<file path="config.mk">
export PLATFORM = sky130hd
export DESIGN_NAME = load_store_fsm
export DESIGN_NICKNAME = d
export VERILOG_FILES = /design/src/rtl/load_store_fsm.sv
export SDC_FILE = /design/constraint.sdc
export NUM_CORES = 1
export LEC_CHECK = 0
export ABC_CLOCK_PERIOD_IN_PS = 2800
export CAP_MARGIN = 40
export CORE_AREA = 2 2 98 100
export CTS_CLUSTER_DIAMETER = 150
export CTS_CLUSTER_SIZE = 8
export DETAILED_ROUTE_END_ITERATION = 7
export DIE_AREA = 0 0 100 102
export GPL_TIMING_DRIVEN = 1
export PLACE_DENSITY = 0.94
export SYNTH_ARGS = -nofsm -noshare
export SYNTH_HDL_FRONTEND = slang
export SYNTH_SLANG_ARGS = --single-unit
</file>
<file path="constraint.sdc">
create_clock -name clk -period 2.8 [get_ports clk]
set_input_delay 0.42 -clock clk [delete_from_list [all_inputs] [get_ports clk]]
set_output_delay 0.42 -clock clk [all_outputs]
set_load 0.01 [all_outputs]
</file>
<file path="src/rtl/load_store_fsm.sv">
// load_store_fsm
//   Single-outstanding data-memory sequencer between the load reservation
//   station / store buffer and the data cache port. Arbitrates one request at
//   a time, holds the dmem request stable until dmem_resp, then returns the
//   completion (load ready/index/data, or store buffer pop).
//
// Ports
//   clk, rst                    clock, synchronous active-high reset
//   move_flush                  pipeline flush; kills in-flight load completion
//   dmem_r_rqst                 load RS read request
//   load_rs_dmem_idx_rqst       requesting load RS entry
//   arbiter_load_rs_addr/rmask  load byte address / byte mask
//   store_buffer_rqst/full      store buffer head valid / buffer full
//   store_buffer_head_*         head store address / byte mask / data
//   store_buffer_pop            head store written this cycle
//   load_rs_dmem_ready          load completes this cycle
//   load_rs_dmem_idx_executing  completing load RS entry
//   load_rdata                  read data of the completing load
//   dmem_addr/rmask/wmask/wdata cache request (address word aligned)
//   dmem_resp, dmem_rdata       cache response pulse and read data
module load_store_fsm #(
  parameter int LOAD_RS_DEPTH = 3
) (
  input  logic                     clk,
  input  logic                     rst,
  input  logic                     move_flush,
  input  logic                     dmem_r_rqst,
  input  logic [LOAD_RS_DEPTH-1:0] load_rs_dmem_idx_rqst,
  input  logic [31:0]              arbiter_load_rs_addr,
  input  logic [3:0]               arbiter_load_rs_rmask,
  input  logic                     store_buffer_rqst,
  input  logic                     store_buffer_full,
  input  logic [31:0]              store_buffer_head_addr,
  input  logic [3:0]               store_buffer_head_wmask,
  input  logic [31:0]              store_buffer_head_wdata,
  output logic                     store_buffer_pop,
  output logic                     load_rs_dmem_ready,
  output logic [LOAD_RS_DEPTH-1:0] load_rs_dmem_idx_executing,
  output logic [31:0]              load_rdata,
  output logic [31:0]              dmem_addr,
  output logic [3:0]               dmem_rmask,
  output logic [3:0]               dmem_wmask,
  output logic [31:0]              dmem_wdata,
  input  logic                     dmem_resp,
  input  logic [31:0]              dmem_rdata
);

  typedef enum logic [1:0] {
    IDLE,
    LOAD_WAIT,
    LOAD_DRAIN,
    STORE_WAIT
  } state_t;

  state_t                   state, state_nxt;
  logic [LOAD_RS_DEPTH-1:0] idx_q, idx_nxt;
  logic [31:0]              addr_nxt, wdata_nxt;
  logic [3:0]               rmask_nxt, wmask_nxt;
  logic                     pick_store, pick_load;

  // Byte offsets are dropped: the cache is addressed by word.
  logic unused_addr_lsbs;
  assign unused_addr_lsbs = ^{arbiter_load_rs_addr[1:0], store_buffer_head_addr[1:0]};

  // Committed stores win when the buffer is full or no load competes; a load
  // seen during a flush belongs to a squashed path and is not issued.
  assign pick_store = store_buffer_rqst && (store_buffer_full || !dmem_r_rqst);
  assign pick_load  = !pick_store && dmem_r_rqst && !move_flush;

  always_comb begin
    state_nxt                  = state;
    idx_nxt                    = idx_q;
    addr_nxt                   = dmem_addr;
    rmask_nxt                  = dmem_rmask;
    wmask_nxt                  = dmem_wmask;
    wdata_nxt                  = dmem_wdata;
    store_buffer_pop           = 1'b0;
    load_rs_dmem_ready         = 1'b0;
    load_rs_dmem_idx_executing = '0;
    load_rdata                 = '0;

    unique case (state)
      IDLE: begin
        if (pick_store) begin
          state_nxt = STORE_WAIT;
          addr_nxt  = {store_buffer_head_addr[31:2], 2'b00};
          wmask_nxt = store_buffer_head_wmask;
          wdata_nxt = store_buffer_head_wdata;
          rmask_nxt = '0;
        end else if (pick_load) begin
          state_nxt = LOAD_WAIT;
          addr_nxt  = {arbiter_load_rs_addr[31:2], 2'b00};
          rmask_nxt = arbiter_load_rs_rmask;
          wmask_nxt = '0;
          idx_nxt   = load_rs_dmem_idx_rqst;
        end
      end
      LOAD_WAIT: begin
        if (dmem_resp) begin
          // A flush arriving with the response still kills the completion.
          if (!move_flush) begin
            load_rs_dmem_ready         = 1'b1;
            load_rs_dmem_idx_executing = idx_q;
            load_rdata                 = dmem_rdata;
          end
          state_nxt = IDLE;
          rmask_nxt = '0;
          wmask_nxt = '0;
        end else if (move_flush) begin
          state_nxt = LOAD_DRAIN;
        end
      end
      LOAD_DRAIN: begin
        if (dmem_resp) begin
          state_nxt = IDLE;
          rmask_nxt = '0;
          wmask_nxt = '0;
        end
      end
      STORE_WAIT: begin
        if (dmem_resp) begin
          store_buffer_pop = 1'b1;
          state_nxt        = IDLE;
          rmask_nxt        = '0;
          wmask_nxt        = '0;
        end
      end
      default: state_nxt = IDLE;
    endcase
  end

  always_ff @(posedge clk) begin
    if (rst) begin
      state      <= IDLE;
      idx_q      <= '0;
      dmem_addr  <= '0;
      dmem_rmask <= '0;
      dmem_wmask <= '0;
      dmem_wdata <= '0;
    end else begin
      state      <= state_nxt;
      idx_q      <= idx_nxt;
      dmem_addr  <= addr_nxt;
      dmem_rmask <= rmask_nxt;
      dmem_wmask <= wmask_nxt;
      dmem_wdata <= wdata_nxt;
    end
  end

endmodule
</file>
## After elaboration in Yosys (flattened, before gate mapping)

Cells that the tools add are included.

- Register bits: 77
- Bits of input ports: 146
- Word-level logic and storage cells: 56

- Equal/unequal tests: 7
- Multiplexer cells: 26
- Bitwise operators: 1
- Reductions and logical operators: 16

Operator list:

| operator | count |
|---|---|
| $mux W32 | 5 |
| $mux W4 | 5 |
| $pmux W4 S2 | 2 |
| $mux W2 | 5 |
| $mux W3 | 3 |
| $ne A3 B3 Y1 const B | 2 |
| $pmux W2 S3 | 1 |
| $reduce_and A2 Y1 | 3 |
| $reduce_and A3 Y1 | 2 |
| $mux W1 | 5 |
| $eq A2 B2 Y1 const B | 2 |
| $ne A2 B1 Y1 const B | 2 |
| $logic_and A1 B1 Y1 | 3 |
| $logic_not A1 Y1 | 3 |
| $reduce_or A3 Y1 | 1 |
| $eq A2 B1 Y1 const B | 1 |
| $logic_not A2 Y1 | 1 |
| $reduce_bool A2 Y1 | 1 |
| $reduce_or A2 Y1 | 1 |
| $logic_or A1 B1 Y1 | 1 |
| $not A1 Y1 | 1 |

## Depth between registers and ports, before layout

Gate-level depths: netlist (run 1).

- Depth in word-level cells: 9
- Depth in mapped cells: 6
- Gate-level depth less buffers: 4

## Worst setup path after synthesis (run 1)

OpenSTA, ideal clock, no wires.

- Kind: reg2out
- From: reg state[0]
- To: out load_rdata[0]
- Arrival: 1195 ps
- Data required time: 2380 ps
- Slack: 1185 ps
- Cell stages (with the launch flop): 5
- Buffers on the path: 1
- Path through: dfxtp_1 > nand2_1 > nor3_4 > clkbuf_1 > and2_1

- Longest elaborated chain between the ends: 2

RTL lines:

| what | line | RTL |
|---|---|---|
| start: declaration | 55 | `state_t state, state_nxt;` |
| start signal: assignment | 141 | `state <= state_nxt;` |
| $eq A2 B1 Y1 | 82 | `unique case (state)` |
| $mux W32 | 82 |  |
| end: declaration | 39 | `output logic [31:0] load_rdata,` |

Every way passes these cells.

## Worst setup path after layout (run 1)

- From: in dmem_resp
- To: out load_rdata[7]

- Longest elaborated chain between the ends: 2

RTL lines:

| what | line | RTL |
|---|---|---|
| start: declaration | 44 | `input logic dmem_resp,` |
| $mux W32 | 99 | `if (dmem_resp) begin` |
| $mux W32 | 82 |  |

Every way passes these cells.

==> results of run 1 <==
## layer usage
metal | GRT usage, % | up-vias
met3 | 8.48 | 27
met4 | 9.80 | 4
met2 | 40.2 | 154
met5 | 0 | -
met1 | 21.5 | 1590
li1 | - | 1758
## kinds of logic (layout without fill, tap and decap cells)
kind of cell	Yosys count	in the layout	synth area share, %
flops	75	75	48.1
other cells	1	2	0.120
compound gates	116	116	23.0
simple gates	130	130	20.0
buf+inv	61	301	8.78
## state kept, by name, summed over array words and instances (netlist names)
name        count
state           2
dmem_wdata     32
dmem_wmask      4
dmem_addr      30
idx_q           3
dmem_rmask      4
## final timing paths
| check | to | slack [ns] | startpoint |
|---|---|---|---|
| setup / recovery | load_rdata[7] | 0.20 | dmem_resp |
| hold / removal | dmem_wdata[11] | 0.46 | dmem_wdata[11] |
| setup reg to reg | dmem_addr[14] | 0.97 | state[1] |
| hold reg to reg | dmem_wdata[11] | 0.46 | dmem_wdata[11] |
## worst max-delay path: stages
cell,delay [ns]
clkdlybuf4s50_1,0.55
nand2_1,0.14
nor3_4,0.18
buf_12,0.19
and2_1,0.14
clkdlybuf4s50_1,0.55
## per-stage QoR
| step | hold WS (ns) | cells | util [%] | area (um^2) |
|---|---|---|---|---|
| after CTS | 0.459 | 735 | 64.5 | 5880 |
| after floorplan | 0.432 | 384 | - | 3120 |
| final | 0.458 | 735 | 64.5 | 5880 |
| after global routing | 0.472 | 735 | 64.5 | 5880 |
| after detailed placement | 0.444 | 719 | 62.1 | 5650 |
| after global placement | 0.440 | 719 | 62.1 | 5650 |
## layout make-up
cell class,count,area share (%)
clock buffer,11,2.40
sequential,75,25.5
multi-input combinational,248,22.9
tap,111,2.36
timing repair buffer,254,43.3
inverter,31,1.98
clock inverter,5,1.45
## power by group
group | switching [mW] | internal, mW | leakage, nW
Combinational | 0.300 | 0.426 | 1.42
Clock | 0.405 | 0.532 | 0.110
Sequential | 0.0523 | 1.16 | 0.616
## placed cells by master (no fill, tap or decap)
| cell | synthesis | final |
|---|---|---|
| nand2_1 | 82 | 82 |
| clkinvlp_4 | 0 | 1 |
| and2_1 | 35 | 35 |
| nand2b_2 | 1 | 1 |
| clkdlybuf4s50_1 | 0 | 247 |
| dfxtp_1 | 75 | 75 |
| a211oi_1 | 30 | 30 |
| clkbuf_8 | 0 | 10 |
| clkinv_4 | 0 | 1 |
| nor3_4 | 1 | 1 |
| buf_4 | 9 | 4 |
| buf_2 | 9 | 1 |
| inv_6 | 0 | 1 |
| nor2_4 | 1 | 1 |
| and3_1 | 2 | 2 |
| a2111oi_4 | 1 | 1 |
| bufinv_16 | 0 | 2 |
| nor2b_2 | 1 | 1 |
| a21o_1 | 1 | 1 |
| inv_1 | 31 | 31 |
| nand3_2 | 2 | 2 |
| o22ai_1 | 30 | 30 |
| nor2_1 | 5 | 5 |
| clkbuf_1 | 12 | 1 |
| conb_1 | 1 | 2 |
| o21ai_0 | 8 | 8 |
| a21oi_1 | 46 | 46 |
| buf_12 | 0 | 2 |
==> results.txt, run 1 <==
----------------------------------------------------
[Outcome]
  Outcome ... completed

[Logic synthesis]
  Flop and latch count out of synthesis ... 75
  Top cells by instance count after synthesis ... nand2_1 (82), dfxtp_1 (75), a21oi_1 (46), and2_1 (35), inv_1 (31)
  Asr flop ratio synth ... 0%
  Number of cells produced by synthesis ... 383
  Portion of synthesized cell area occupied by the leading cell type ... 48.1%
  Number of synthesis warnings ... 0
  Largest area contributor in the netlist ... dfxtp_1
  Fraction of the yosys area taken by sequential cells ... 48.1%
  Top_reg_cell synth ... dfxtp_1
  Distinct cell type count of the synthesized netlist ... 21
  Mapped cell area ... 0.00312 mm^2
  EDFF count, synth ... 0
  Per-instance average area after synthesis ... 8.15 um^2
  Cell types occupying the most area after synthesis ... dfxtp_1 (48%), nand2_1 (9.9%), a21oi_1 (7.4%)
  Most frequent cell after synthesis ... nand2_1

[STA]
  Setup slack of the critical path after layout ... 0.202 ns
  Measured slew at the worst slew-check pin ... 0.671 ns
  Relative slew slack ... 55.2%
  Setup repair after global routing missed its margin ... false
  Number of hold violations in the final report ... 0
  Period minus WS final ... 2.60 ns
  Share of the clock period used by the worst path after layout ... 92.8%
  Summed negative setup slack over all endpoints ... 0 ns
  Final setup violation count ... 0
  Final max-slew violation count ... 0
  Setup clock skew after layout ... 0.0167 ns
  Maximum clock frequency ... 385 MHz

[Global routing]
  GRT Total Usage ... 21.7%
  Overall overflow remaining after global route ... 0
  First-pass GRT wire length ... 17400 um
  Vias in the first global route ... 3568
  Maximum number of pins on one net before global-route repair ... 63
  Number of antenna violations at the first check in global routing ... 2

[Clocking]
  Number of clock sinks seen by CTS ... 75
  Count of H-tree levels built during CTS ... 3
  Later-pin clock latency in the skew report ... 0.34 ns
  Post-CTS clock slew at the launch and capture registers of the worst setup and hold paths ... 0.07 ns
  # hold bufs at CTS ... 0
  Clock root buffer ... clkbuf_8
  Number of buffers added for setup after CTS ... 0
  Number of gates resized after cts ... 0
  Maximum clock path buffer count ... 2
  CTS tree ... yes
  Total clock buffers created by CTS ... 9

[Job]
  Max-cap check violation count ... 0

[Pwr]
  Standby leakage power ... 2.15 nW
  Overall Power ... 2.87 mW
  Largest voltage drop on the vdd net ... 0.000334 V
  Power density normalized to cell area ... 489 mW/mm^2

[Cells and area]
  Number of antenna repair diodes ... 0
  Synth-to-Final Area Change ... 88.4%
  Register cell area after layout ... 0.00150 mm^2
  Post-layout nets ... 765
  Area of the multi-input gates ... 0.00135 mm^2
  Fillcell total ... 755
  Layout cells sized above 1 ... 4.65%

[Placed design]
  Final GP Congestion ... 0.772
  Hpwl dp ... 8710 um
  Count of input and output buffers ... 248
  Post-place setup slack ... 0.238 ns

[Detailed routing]
  Vias per inst ... 4.81
  Length of routed wiring on met1 ... 4100 um
  Final antenna-violating net count ... 0
  Met3 routed wirelength ... 1070 um
  Max layer used ... met5
  Average wire per standard cell ... 15.4 um
  Routed length on met2 ... 5830 um
  DRT iter0 DRCs ... 82
  Total detailed-routing wirelength ... 11300 um
  Detailed Routing Iterations Pass 1 ... 4
  Vias ... 3533
  Number of remaining DRC errors ... 0

[Floorplan]
  Width of the chip ... 100 um
  Die area ... 0.0102 mm^2
  Core area ... 0.00911 mm^2
  Initial standard-cell utilization of the core ... 34.3%
  Number of primary I/O pins ... 255
  Die boundary height ... 102 um
  Std cell rows ... 35

[Critical path]
  Critical Path Source Type ... input pin
  Depth of the worst register-to-register path ... 4
  Critical Path RT ... 2.38 ns
  Maximum fanout along the worst path ... 36
  Arrival time at the worst endpoint ... 2.18 ns
  CP endpoint kind ... output port
  Critical path start-end classification ... input pin to output port

[Hold path]
  Kind of path behind the tightest hold check ... register to register
  Number of cells on the worst hold path ... 2

----------------------------------------------------
Note: power is estimated with default switching activity, not from simulation.
==> run 2: changes to the inputs <==
Settings changed: MAX_ROUTING_LAYER set to met4.
==> run 2 against run 1 <==
Critical path depth stayed put. Clock power about the same. Total power about the same. Flip-flop and latch count is the same. Count of clock-buffer cells in the layout is the same. Clock skew decreased by 0.0033 ns. Critical path type unchanged. Critical endpoint unchanged. Largest cell class unchanged.
==> results.txt, run 2 (synthesized netlist as in run 1, its figures left out) <==
----------------------------------------------------
[STA]
  Setup clock skew after layout ... 0.0134 ns (-0.00333 ns)
  Maximum clock frequency ... 388 MHz (+0.71%)
  Summed negative setup slack over all endpoints ... 0 ns (unchanged)
  Share of the clock period used by the worst path after layout ... 92.1% (-0.65 points)
  Period minus WS final ... 2.58 ns (-0.0183 ns)
  Setup repair after global routing missed its margin ... false
  Final setup violation count ... 0 (unchanged)
  Number of hold violations in the final report ... 0 (unchanged)
  Relative slew slack ... 54.6% (-0.59 points)
  Final max-slew violation count ... 0 (unchanged)
  Measured slew at the worst slew-check pin ... 0.680 ns (+0.00883 ns)

[Detailed routing]
  Vias ... 3572 (+1.1%)
  Detailed Routing Iterations Pass 1 ... 4 (unchanged)
  Total detailed-routing wirelength ... 11400 um (+0.55%)
  Average wire per standard cell ... 15.5 um (+0.27%)
  Vias per inst ... 4.85 (+0.83%)
  DRT iter0 DRCs ... 97 (+18%)
  Number of remaining DRC errors ... 0 (unchanged)
  Final antenna-violating net count ... 0 (unchanged)

[Global routing]
  GRT Total Usage ... 22.5% (+0.78 points)
  Number of antenna violations at the first check in global routing ... 2 (unchanged)
  Maximum number of pins on one net before global-route repair ... 63 (unchanged)
  Overall overflow remaining after global route ... 0 (unchanged)
  First-pass GRT wire length ... 17400 um (about the same)
  Vias in the first global route ... 3559 (-0.25%)

[Clocking]
  CTS tree ... yes
  Clock root buffer ... clkbuf_8
  Total clock buffers created by CTS ... 9 (unchanged)
  Later-pin clock latency in the skew report ... 0.35 ns (about the same)
  Number of gates resized after cts ... 0 (unchanged)
  # hold bufs at CTS ... 0 (unchanged)
  Post-CTS clock slew at the launch and capture registers of the worst setup and hold paths ... 0.07 ns (about the same)
  Number of buffers added for setup after CTS ... 0 (unchanged)
  Count of H-tree levels built during CTS ... 3 (unchanged)
  Maximum clock path buffer count ... 2 (unchanged)
  Number of clock sinks seen by CTS ... 75 (unchanged)

[Floorplan]
  Die boundary height ... 102 um (unchanged)
  Width of the chip ... 100 um (unchanged)
  Core area ... 0.00911 mm^2 (unchanged)
  Std cell rows ... 35 (unchanged)
  Number of primary I/O pins ... 255 (unchanged)
  Die area ... 0.0102 mm^2 (unchanged)
  Initial standard-cell utilization of the core ... 34.3% (unchanged)

[Pwr]
  Switching power ... 0.760 mW (+0.36%)
  Standby leakage power ... 2.15 nW (about the same)
  Switching part of the total ... 26.4% (+0.071 points)
  Largest voltage drop on the vdd net ... 0.000335 V (about the same)
  Flop pwr share ... 42.1% (about the same)
  Combinational group share of total power ... 25.3% (about the same)
  Internal Power ... 2.12 mW (about the same)
  Part of the power in the clock network ... 32.6% (about the same)
  Overall Power ... 2.88 mW (about the same)
  Power density normalized to cell area ... 489 mW/mm^2 (about the same)

[Cells and area]
  Leading cell type in the layout, fill and taps excluded ... clkdlybuf4s50_1
  Top register by number of flip-flops ... dmem_wdata
  Max FFs per register ... 32 (unchanged)
  Layout cells sized above 1 ... 4.65% (unchanged)
  Area of the multi-input gates ... 0.00135 mm^2 (unchanged)
  Fillcell total ... 755 (unchanged)
  Post-layout nets ... 765 (unchanged)
  Synth-to-Final Area Change ... 88.6% (about the same)
  Regs by FF count ... dmem_wdata (32), dmem_addr (30)
  Commonest non-fill, non-tap cells in the layout ... clkdlybuf4s50_1 (247), nand2_1 (82), dfxtp_1 (75), a21oi_1 (46), and2_1 (35)
  Register cell area after layout ... 0.00150 mm^2 (unchanged)

[Critical path]
  Maximum fanout along the worst path ... 36 (unchanged)
  CP endpoint kind ... output port
  Arrival time at the worst endpoint ... 2.16 ns (-0.02 ns)
  Critical Path Source Type ... input pin
  Critical Path RT ... 2.38 ns (about the same)
  Critical path start-end classification ... input pin to output port

[Placed design]
  Final GP Congestion ... 0.783 (+1.3%)
  Count of input and output buffers ... 248 (unchanged)
  Hpwl dp ... 8710 um (unchanged)

[Job]
  Max-cap check violation count ... 0 (unchanged)

[Outcome]
  Outcome ... completed

[Hold path]
  Kind of path behind the tightest hold check ... register to register

----------------------------------------------------
==> run 2: changes by cell type in the layout (fill, tap and decap cells not counted), sizes merged <==
cell,change
diode,+2
==> run 2: layer usage <==
metal	global-route usage [%]	part of all wire, %	vias up
met5	-	0	-
met3	7.52	8.6	26
met2	40.4	51	155
li1	-	-	1764
met4	9.48	2.7	0
met1	22.4	37	1627
==> run 2: path summary, 6_finish.rpt <==
path / start / end / slack, ns / cells past startpoint
worst min register to register: dmem_wdata[11] / dmem_wdata[11] / 0.46 / 2
worst max register to register: state[1] / dmem_addr[7] / 0.96 / 4
worst max-delay path: dmem_resp / load_rdata[7] / 0.22 / 6
worst min-delay path: dmem_wdata[11] / dmem_wdata[11] / 0.46 / 2
==> run 2: per-stage QoR <==
step / utilization, % / cell area [um^2] / worst slack (ns) / hold WS, ns / std cells
final: 64.6 / 5880 / 0.220 / 0.458 / 737
after global routing: 64.6 / 5880 / 0.139 / 0.472 / 737
after CTS: 64.5 / 5880 / 0.212 / 0.459 / 735
after detailed placement: 62.1 / 5650 / 0.238 / 0.444 / 719
after global placement: 62.1 / 5650 / 0.283 / 0.440 / 719
after floorplan: - / 3120 / 1.19 / 0.432 / 384
==> run 2: cell type report <==
type,count,share of cell area (%)
Clock buffer,11,2.40
Timing Repair Buffer,254,43.3
Tap cell,111,2.36
Multi-Input combinational cell,248,22.9
Clock inverter,5,1.45
Sequential cell,75,25.5
Inverter,31,1.98
Antenna cell,2,0.0851
==> run 2: power groups by stage <==
| stage | clock network, mW | registers (mW) | logic [mW] |
|---|---|---|---|
| floorplan | 0 | 1.27 | 0.241 |
| global placement | 0 | 1.23 | 0.708 |
| detailed placement | 0 | 1.24 | 0.728 |
| CTS | 0.960 | 1.21 | 0.731 |
| global route | 1.01 | 1.22 | 0.784 |
| finish | 0.939 | 1.21 | 0.727 |
==> run 2: critical path, cell delays in order <==
cell	delay (ns)
clkdlybuf4s50_1	0.54
nand2_1	0.13
nor3_4	0.18
buf_12	0.19
and2_1	0.14
clkdlybuf4s50_1	0.55
